### config.mk
export PLATFORM = sky130hd
export DESIGN_NAME = pid_mc_core
export DESIGN_NICKNAME = d
export VERILOG_FILES = /design/src/rtl/pid_mc_core_pkg.sv /design/src/rtl/pid_mc_core_sat.sv /design/src/rtl/pid_mc_core.sv
export SDC_FILE = /design/constraint.sdc
export NUM_CORES = 1
export LEC_CHECK = 0
export BUFFER_PORTS_ARGS = -buffer_cell sky130_fd_sc_hd__clkbuf_2
export CORE_UTILIZATION = 43
export DETAILED_ROUTE_END_ITERATION = 8
export GPL_TIMING_DRIVEN = 0
export PLACE_DENSITY = 0.67
export SYNTH_ARGS = -nofsm -noshare
export SYNTH_HDL_FRONTEND = slang
export SYNTH_SLANG_ARGS = --single-unit
### constraint.sdc
create_clock -name clk -period 9.2 [get_ports clk]
set_clock_uncertainty 0.2 [all_clocks]
set_input_delay 0.92 -clock clk [delete_from_list [all_inputs] [get_ports clk]]
set_output_delay 0.92 -clock clk [all_outputs]
set_load 0.005 [all_outputs]
### src/rtl/pid_mc_core_pkg.sv
`default_nettype none
// ----------------------------------------------------------------------------
// pid_mc_core_pkg : FSM encoding and width helpers for the multi-channel PID
// Revision 1.0
// ----------------------------------------------------------------------------
package pid_mc_core_pkg;

    typedef enum logic [2:0] {
        ST_IDLE = 3'd0,
        ST_ERR  = 3'd1,
        ST_MP   = 3'd2,
        ST_MI   = 3'd3,
        ST_MD   = 3'd4,
        ST_SUM  = 3'd5
    } pid_state_e;

    // Channel index width, never narrower than one bit.
    function automatic int chw(input int ch);
        return (ch > 1) ? $clog2(ch) : 1;
    endfunction

    // Signed multiplier operand width: wide enough for d (W+2) and the integrator.
    function automatic int opw(input int w, input int iw);
        return (iw > w + 2) ? iw : w + 2;
    endfunction

    // Accumulator width: one product plus headroom for summing three of them.
    function automatic int accw(input int w, input int kw, input int iw);
        return kw + opw(w, iw) + 2;
    endfunction

endpackage
`default_nettype wire

### src/rtl/pid_mc_core_sat.sv
`default_nettype none
// ----------------------------------------------------------------------------
// pid_mc_core_sat : saturating narrow of a signed value to signed or unsigned
// Revision 1.0
// ----------------------------------------------------------------------------
module pid_mc_core_sat #(
    parameter int IN_W       = 13,
    parameter int OUT_W      = 12,
    parameter bit SIGNED_OUT = 1'b1
) (
    input  logic signed [IN_W-1:0]  in_i,
    output logic        [OUT_W-1:0] out_o
);

    localparam logic signed [IN_W-1:0] C_MAX = SIGNED_OUT
        ? {{(IN_W-OUT_W+1){1'b0}}, {(OUT_W-1){1'b1}}}
        : {{(IN_W-OUT_W){1'b0}}, {OUT_W{1'b1}}};
    localparam logic signed [IN_W-1:0] C_MIN = SIGNED_OUT
        ? {{(IN_W-OUT_W+1){1'b1}}, {(OUT_W-1){1'b0}}}
        : {IN_W{1'b0}};

    always_comb begin
        out_o = in_i[OUT_W-1:0];
        if (in_i > C_MAX) begin
            out_o = C_MAX[OUT_W-1:0];
        end else if (in_i < C_MIN) begin
            out_o = C_MIN[OUT_W-1:0];
        end
    end

endmodule
`default_nettype wire

### src/rtl/pid_mc_core.sv
`default_nettype none
// ----------------------------------------------------------------------------
// pid_mc_core : time-multiplexed PID engine, CH loops sharing one multiplier
// Revision 1.0
// ----------------------------------------------------------------------------
module pid_mc_core
    import pid_mc_core_pkg::*;
#(
    parameter int W    = 8,
    parameter int KW   = 8,
    parameter int FRAC = 4,
    parameter int IW   = 12,
    parameter int CH   = 2
) (
    input  logic                  clk,
    input  logic                  reset,
    input  logic                  clr,
    input  logic [CH*W-1:0]       sp,
    input  logic [CH*KW-1:0]      kp,
    input  logic [CH*KW-1:0]      ki,
    input  logic [CH*KW-1:0]      kd,
    input  logic                  pv_valid,
    input  logic [chw(CH)-1:0]    pv_ch,
    input  logic [W-1:0]          pv,
    output logic                  pv_ready,
    output logic                  out_valid,
    output logic [chw(CH)-1:0]    out_ch,
    output logic [W-1:0]          out,
    output logic                  sat
);

    localparam int             CW     = chw(CH);
    localparam int             OPW    = opw(W, IW);
    localparam int             AW     = accw(W, KW, IW);
    localparam int             PW     = OPW + KW + 1;
    localparam logic [CW:0]    C_CH_N = (CW+1)'(CH);

    pid_state_e               state_q, state_d;
    logic [CW-1:0]            ch_q;
    logic [W-1:0]             pv_q, sp_q;
    logic [KW-1:0]            kp_q, ki_q, kd_q;
    logic signed [W:0]        e_q;
    logic signed [W+1:0]      d_q;
    logic signed [IW-1:0]     ic_q;
    logic signed [AW-1:0]     acc_q;
    logic signed [IW-1:0]     integ_q [CH];
    logic signed [W:0]        eprev_q [CH];
    logic [W-1:0]             out_q;
    logic [CW-1:0]            out_ch_q;
    logic                     sat_q, out_valid_q;

    logic                     w_ch_ok, w_accept;
    logic signed [W:0]        w_e;
    logic signed [W+1:0]      w_d;
    logic signed [IW:0]       w_isum;
    logic signed [IW-1:0]     w_ic;
    logic signed [OPW-1:0]    w_opa;
    logic [KW-1:0]            w_gain;
    logic signed [PW-1:0]     w_prod;
    logic signed [AW-1:0]     w_r;
    logic [W-1:0]             w_clamp;
    logic                     w_lo, w_hi, w_e_pos, w_e_neg, w_hold;

    assign pv_ready  = (state_q == ST_IDLE) && !reset && !clr;
    assign w_ch_ok   = ({1'b0, pv_ch} < C_CH_N);
    assign w_accept  = pv_valid && pv_ready && w_ch_ok;

    // Error terms are formed from the latched operands while in ERR.
    assign w_e    = $signed({1'b0, sp_q}) - $signed({1'b0, pv_q});
    assign w_d    = {w_e[W], w_e} - {eprev_q[ch_q][W], eprev_q[ch_q]};
    assign w_isum = {integ_q[ch_q][IW-1], integ_q[ch_q]} + {{(IW-W){w_e[W]}}, w_e};

    pid_mc_core_sat #(.IN_W(IW+1), .OUT_W(IW), .SIGNED_OUT(1'b1)) u_isat (
        .in_i  (w_isum),
        .out_o (w_ic)
    );

    always_comb begin
        w_opa  = OPW'(e_q);
        w_gain = kp_q;
        case (state_q)
            ST_MI: begin
                w_opa  = OPW'(ic_q);
                w_gain = ki_q;
            end
            ST_MD: begin
                w_opa  = OPW'(d_q);
                w_gain = kd_q;
            end
            default: ;
        endcase
    end

    assign w_prod = w_opa * $signed({1'b0, w_gain});

    assign w_r     = acc_q >>> FRAC;
    assign w_lo    = w_r[AW-1];
    assign w_hi    = !w_lo && (|w_r[AW-2:W]);
    assign w_e_neg = e_q[W];
    assign w_e_pos = !e_q[W] && (|e_q);
    // Freeze the integrator only when the error would push further into saturation.
    assign w_hold  = (w_hi && w_e_pos) || (w_lo && w_e_neg);

    pid_mc_core_sat #(.IN_W(AW), .OUT_W(W), .SIGNED_OUT(1'b0)) u_osat (
        .in_i  (w_r),
        .out_o (w_clamp)
    );

    always_ff @(posedge clk) begin
        if (reset) begin
            state_q <= ST_IDLE;
        end else begin
            state_q <= state_d;
        end
    end

    always_comb begin
        state_d = state_q;
        if (clr) begin
            state_d = ST_IDLE;
        end else begin
            case (state_q)
                ST_IDLE: if (w_accept) state_d = ST_ERR;
                ST_ERR:  state_d = ST_MP;
                ST_MP:   state_d = ST_MI;
                ST_MI:   state_d = ST_MD;
                ST_MD:   state_d = ST_SUM;
                ST_SUM:  state_d = ST_IDLE;
                default: state_d = ST_IDLE;
            endcase
        end
    end

    always_ff @(posedge clk) begin
        if (reset) begin
            ch_q        <= '0;
            pv_q        <= '0;
            sp_q        <= '0;
            kp_q        <= '0;
            ki_q        <= '0;
            kd_q        <= '0;
            e_q         <= '0;
            d_q         <= '0;
            ic_q        <= '0;
            acc_q       <= '0;
            out_q       <= '0;
            out_ch_q    <= '0;
            sat_q       <= 1'b0;
            out_valid_q <= 1'b0;
            for (int c = 0; c < CH; c++) begin
                integ_q[c] <= '0;
                eprev_q[c] <= '0;
            end
        end else begin
            out_valid_q <= 1'b0;
            if (clr) begin
                for (int c = 0; c < CH; c++) begin
                    integ_q[c] <= '0;
                    eprev_q[c] <= '0;
                end
            end else begin
                case (state_q)
                    ST_IDLE: begin
                        if (w_accept) begin
                            ch_q <= pv_ch;
                            pv_q <= pv;
                            sp_q <= sp[int'(pv_ch)*W +: W];
                            kp_q <= kp[int'(pv_ch)*KW +: KW];
                            ki_q <= ki[int'(pv_ch)*KW +: KW];
                            kd_q <= kd[int'(pv_ch)*KW +: KW];
                        end
                    end
                    ST_ERR: begin
                        e_q   <= w_e;
                        d_q   <= w_d;
                        ic_q  <= w_ic;
                        acc_q <= '0;
                    end
                    ST_MP, ST_MI, ST_MD: begin
                        acc_q <= acc_q + AW'(w_prod);
                    end
                    ST_SUM: begin
                        out_q         <= w_clamp;
                        sat_q         <= w_lo || w_hi;
                        out_ch_q      <= ch_q;
                        out_valid_q   <= 1'b1;
                        eprev_q[ch_q] <= e_q;
                        if (!w_hold) begin
                            integ_q[ch_q] <= ic_q;
                        end
                    end
                    default: ;
                endcase
            end
        end
    end

    assign out_valid = out_valid_q;
    assign out_ch    = out_ch_q;
    assign out       = out_q;
    assign sat       = sat_q;

endmodule
`default_nettype wire
==> summary.md <==
| Metric | Value |
|---|---|
| Status | complete, no violations |
| Final hold slack | 258 ps |
| ANT nets after route | 0 |
| Most common cell after layout, fill and taps aside | inv_1 |
| Syn Inst Count | 1344 |
| Cells after DPL | 1803 |
| CP Launch Type | flop |
| Power per Cell Area | 129 mW/mm^2 |
| Register area | 0.00344 sq mm |
| Flops & latches, synth | 151 |
| Syn_area_per_cell | 8.93 sq um |
| CTS tree | yes |
| Core Rows | 60 |
| Met1 Use GR | 31.0% |
| Vias in the first global route | 9709 |
| Vias per inst | 5.40 |
| Final WL | 30600 um |
| Die Wd | 169 um |
| I/O Buffers | 87 |
| Worst setup margin | 1540 ps |
| Diodes inserted | 0 |
| Worst Path Max Fanout | 10 |
| # DRC | 0 |
| Vias | 9908 |
| Max frequency | 130 MHz |
| EDFF count, synth | 42 |
| Clock transition at path regs | 70 ps |
| Asr flop ratio synth | 0% |
| RSZ-0062 raised after global routing | no |
| Clk Latency, worst-skew pair | 450 ps |
| Most frequent cells in the layout | inv_1, nor2_1, nand2_1, dfxtp_1, fa_1 |
| Drt first pass iters | 6 |
| Pleak | 0.00617 uW |
| CTS Buffer Depth | 2 |
| M2 GR Usage | 35.5% |
| Synth warn | 0 |
| Final setup vio count | 0 |
| Core ar. | 0.0272 sq mm |
| Post-layout instance count excluding filler cells | 1836 |
| Initial Util | 44.1% |
| Multi-input logic area | 0.00765 sq mm |
| Mapped Area | 0.0120 sq mm |
| Kind of critical path | flop to flop |
| TNS Setup | 0 ps |
| Total CTS buffers | 17 |
| Pin count of the biggest net entering global routing | 17 |
| VDD IR max | 0.126 mV |
| Gr ovfl total | 0 |
| Top FF cell, synth | dfxtp_1 |
| Die Y | 169 um |
| Root Buffer | clkbuf_16 |
| Slew @ Worst Pin | 1180 ps |
| P&R area growth vs syn | 12.3% |
| GRT Resource Usage Total | 22.6% |
| Post-CTS setup buffer count | 0 |
| Met3 GRT Util | 3.27% |
| Worst hold path type | flop to flop |
| Fraction of layout cells with a size suffix above 1 | 11.6% |
| Die footprint | 0.0286 sq mm |
| Post-synthesis sequential area ratio | 28.7% |
| H-tree levels | 4 |
| Detailed Place HPWL | 24300 um |
| GP Congestion | 0.912 |
| GRT busiest layer | met2 |
| Max-slew violations | 0 |
| Tmin final | 7660 ps |
| Yosys cell types | 67 |
| Post-Syn Nets | 1600 |
| CP required | 9340 ps |
| Final Hold Fails | 0 |
| CP endpoint kind | flop |
| Dpl ws | 1700 ps |
| Hold buffers post-CTS | 0 |
| Number of gates resized after cts | 0 |
| Initial DRC count | 655 |
| Num ports | 89 |
| Worst slew margin | 21.2% |
| Antenna violations before repair | 0 |
| WP data arrival | 7800 ps |
| Tcrit/Tclk final | 83.3% |
| Clock sink count | 151 |
| Util after Layout | 49.6% |
| Max cap viols | 0 |
| Fillcell total | 2638 |
| First-pass GRT wire length | 49900 um |
| Final #Nets | 1707 |
| Routed wire per std cell | 16.7 um |
==> layout make-up <==
cell class              count  share of cell area (%)
flip-flops and latches    151                    25.6
plain buffers              62                    1.90
multi-input cells         959                    56.8
inverters                 172                    4.79
repair buffers             88                    3.27
clock buffers              17                    3.16
clock inverters            15                    1.04
well taps                 372                    3.46
==> metal layers <==
metal,vias to the layer above,routed length [um]
met4,0,1090
met2,362,13400
met3,60,1960
li1,4772,-
met5,-,0
met1,4714,14200
==> logic make-up (layout without fill, tap and decap cells) <==
kind of cell	count (synthesis)	count (layout)	share of synthesized area (%)
AO/OA/AOI/OAI	253	253	14.8
XOR/XNOR	33	33	2.41
adder cells (fa/ha/maj)	179	179	24.9
buffers and inverters	234	354	7.52
flip-flops	151	151	28.7
multiplexers	57	57	4.89
AND/OR/NAND/NOR	437	437	16.8
==> path summary, 6_finish.rpt <==
kind,from,end,slack (ps),depth (start not counted)
setup / recovery,state_q[1]$_SDFFE_PP0P_,acc_q[19]$_SDFFE_PP0P_,1540,24
hold / removal,pv_q[7]$_SDFFE_PP0P_,pv_q[7]$_SDFFE_PP0P_,260,2
setup reg to reg,state_q[1]$_SDFFE_PP0P_,acc_q[19]$_SDFFE_PP0P_,1540,24
hold reg to reg,pv_q[7]$_SDFFE_PP0P_,pv_q[7]$_SDFFE_PP0P_,260,2
==> state kept, by name, summed over array words and instances (netlist names), named ones only <==
name       cells
sp_q           8
out_ch         1
eprev_q       18
pv_q           8
ch_q           1
state_q        3
sat            1
integ_q       24
ic_q          12
ki_q           8
out            8
acc_q         22
kp_q           8
out_valid      1
e_q            9
d_q           10
kd_q           8
==> per-stage QoR <==
stage | total power, uW | cell area (sq um)
after CTS | 1740 | 13500
after global placement | 1060 | 12900
final | 1730 | 13500
after global routing | 1810 | 13500
after detailed placement | 1070 | 12900
after floorplan | 972 | 12000
==> Yosys cell counts (5+ instances only) <==
cell / count / area [sq um]
a211o_1: 5 / 43.8
a211oi_1: 50 / 375
a21o_1: 13 / 97.6
a21oi_1: 81 / 405
a221o_1: 12 / 120
a221oi_1: 8 / 70.1
a22o_1: 7 / 61.3
a31oi_1: 6 / 37.5
and2_1: 25 / 156
and3_1: 39 / 244
buf_1: 7 / 26.3
buf_2: 16 / 80.1
clkbuf_1: 38 / 143
dfxtp_1: 109 / 2180
edfxtp_1: 42 / 1260
fa_1: 100 / 2000
ha_1: 79 / 988
inv_1: 172 / 646
mux2_2: 13 / 146
mux2i_1: 44 / 440
nand2_1: 130 / 488
nand2b_1: 6 / 37.5
nand3_1: 15 / 75.1
nor2_1: 158 / 593
nor2b_1: 5 / 31.3
nor3_1: 24 / 120
nor4_1: 5 / 31.3
o21ai_0: 16 / 80.1
o21ai_1: 7 / 35.0
o21bai_1: 5 / 37.5
or2_1: 5 / 31.3
xnor2_1: 26 / 228
xor2_1: 7 / 61.3
==> power by group <==
group,leakage (uW),internal [uW],total (uW),switching [uW]
Sequential,0.00135,704,720,16.0
Combinational,0.00455,135,335,200
Clock,0.000268,356,679,323
Total,0.00617,1190,1730,540
==> critical path, stage by stage (launching register included) <==
cell	delay, ps
dfxtp_1	290
buf_2	180
nor2b_1	160
and2_1	150
buf_2	190
buf_2	220
clkbuf_1	240
a221oi_1	880
nor2_1	220
fa_1	630
inv_1	160
fa_1	550
inv_1	50
fa_1	460
fa_1	550
inv_1	60
fa_1	500
inv_1	40
ha_1	370
nand2_1	150
o311ai_1	530
nor3_1	160
a31oi_1	260
nor4b_1	80
a211o_1	270
(Power assumes the default switching activity.)
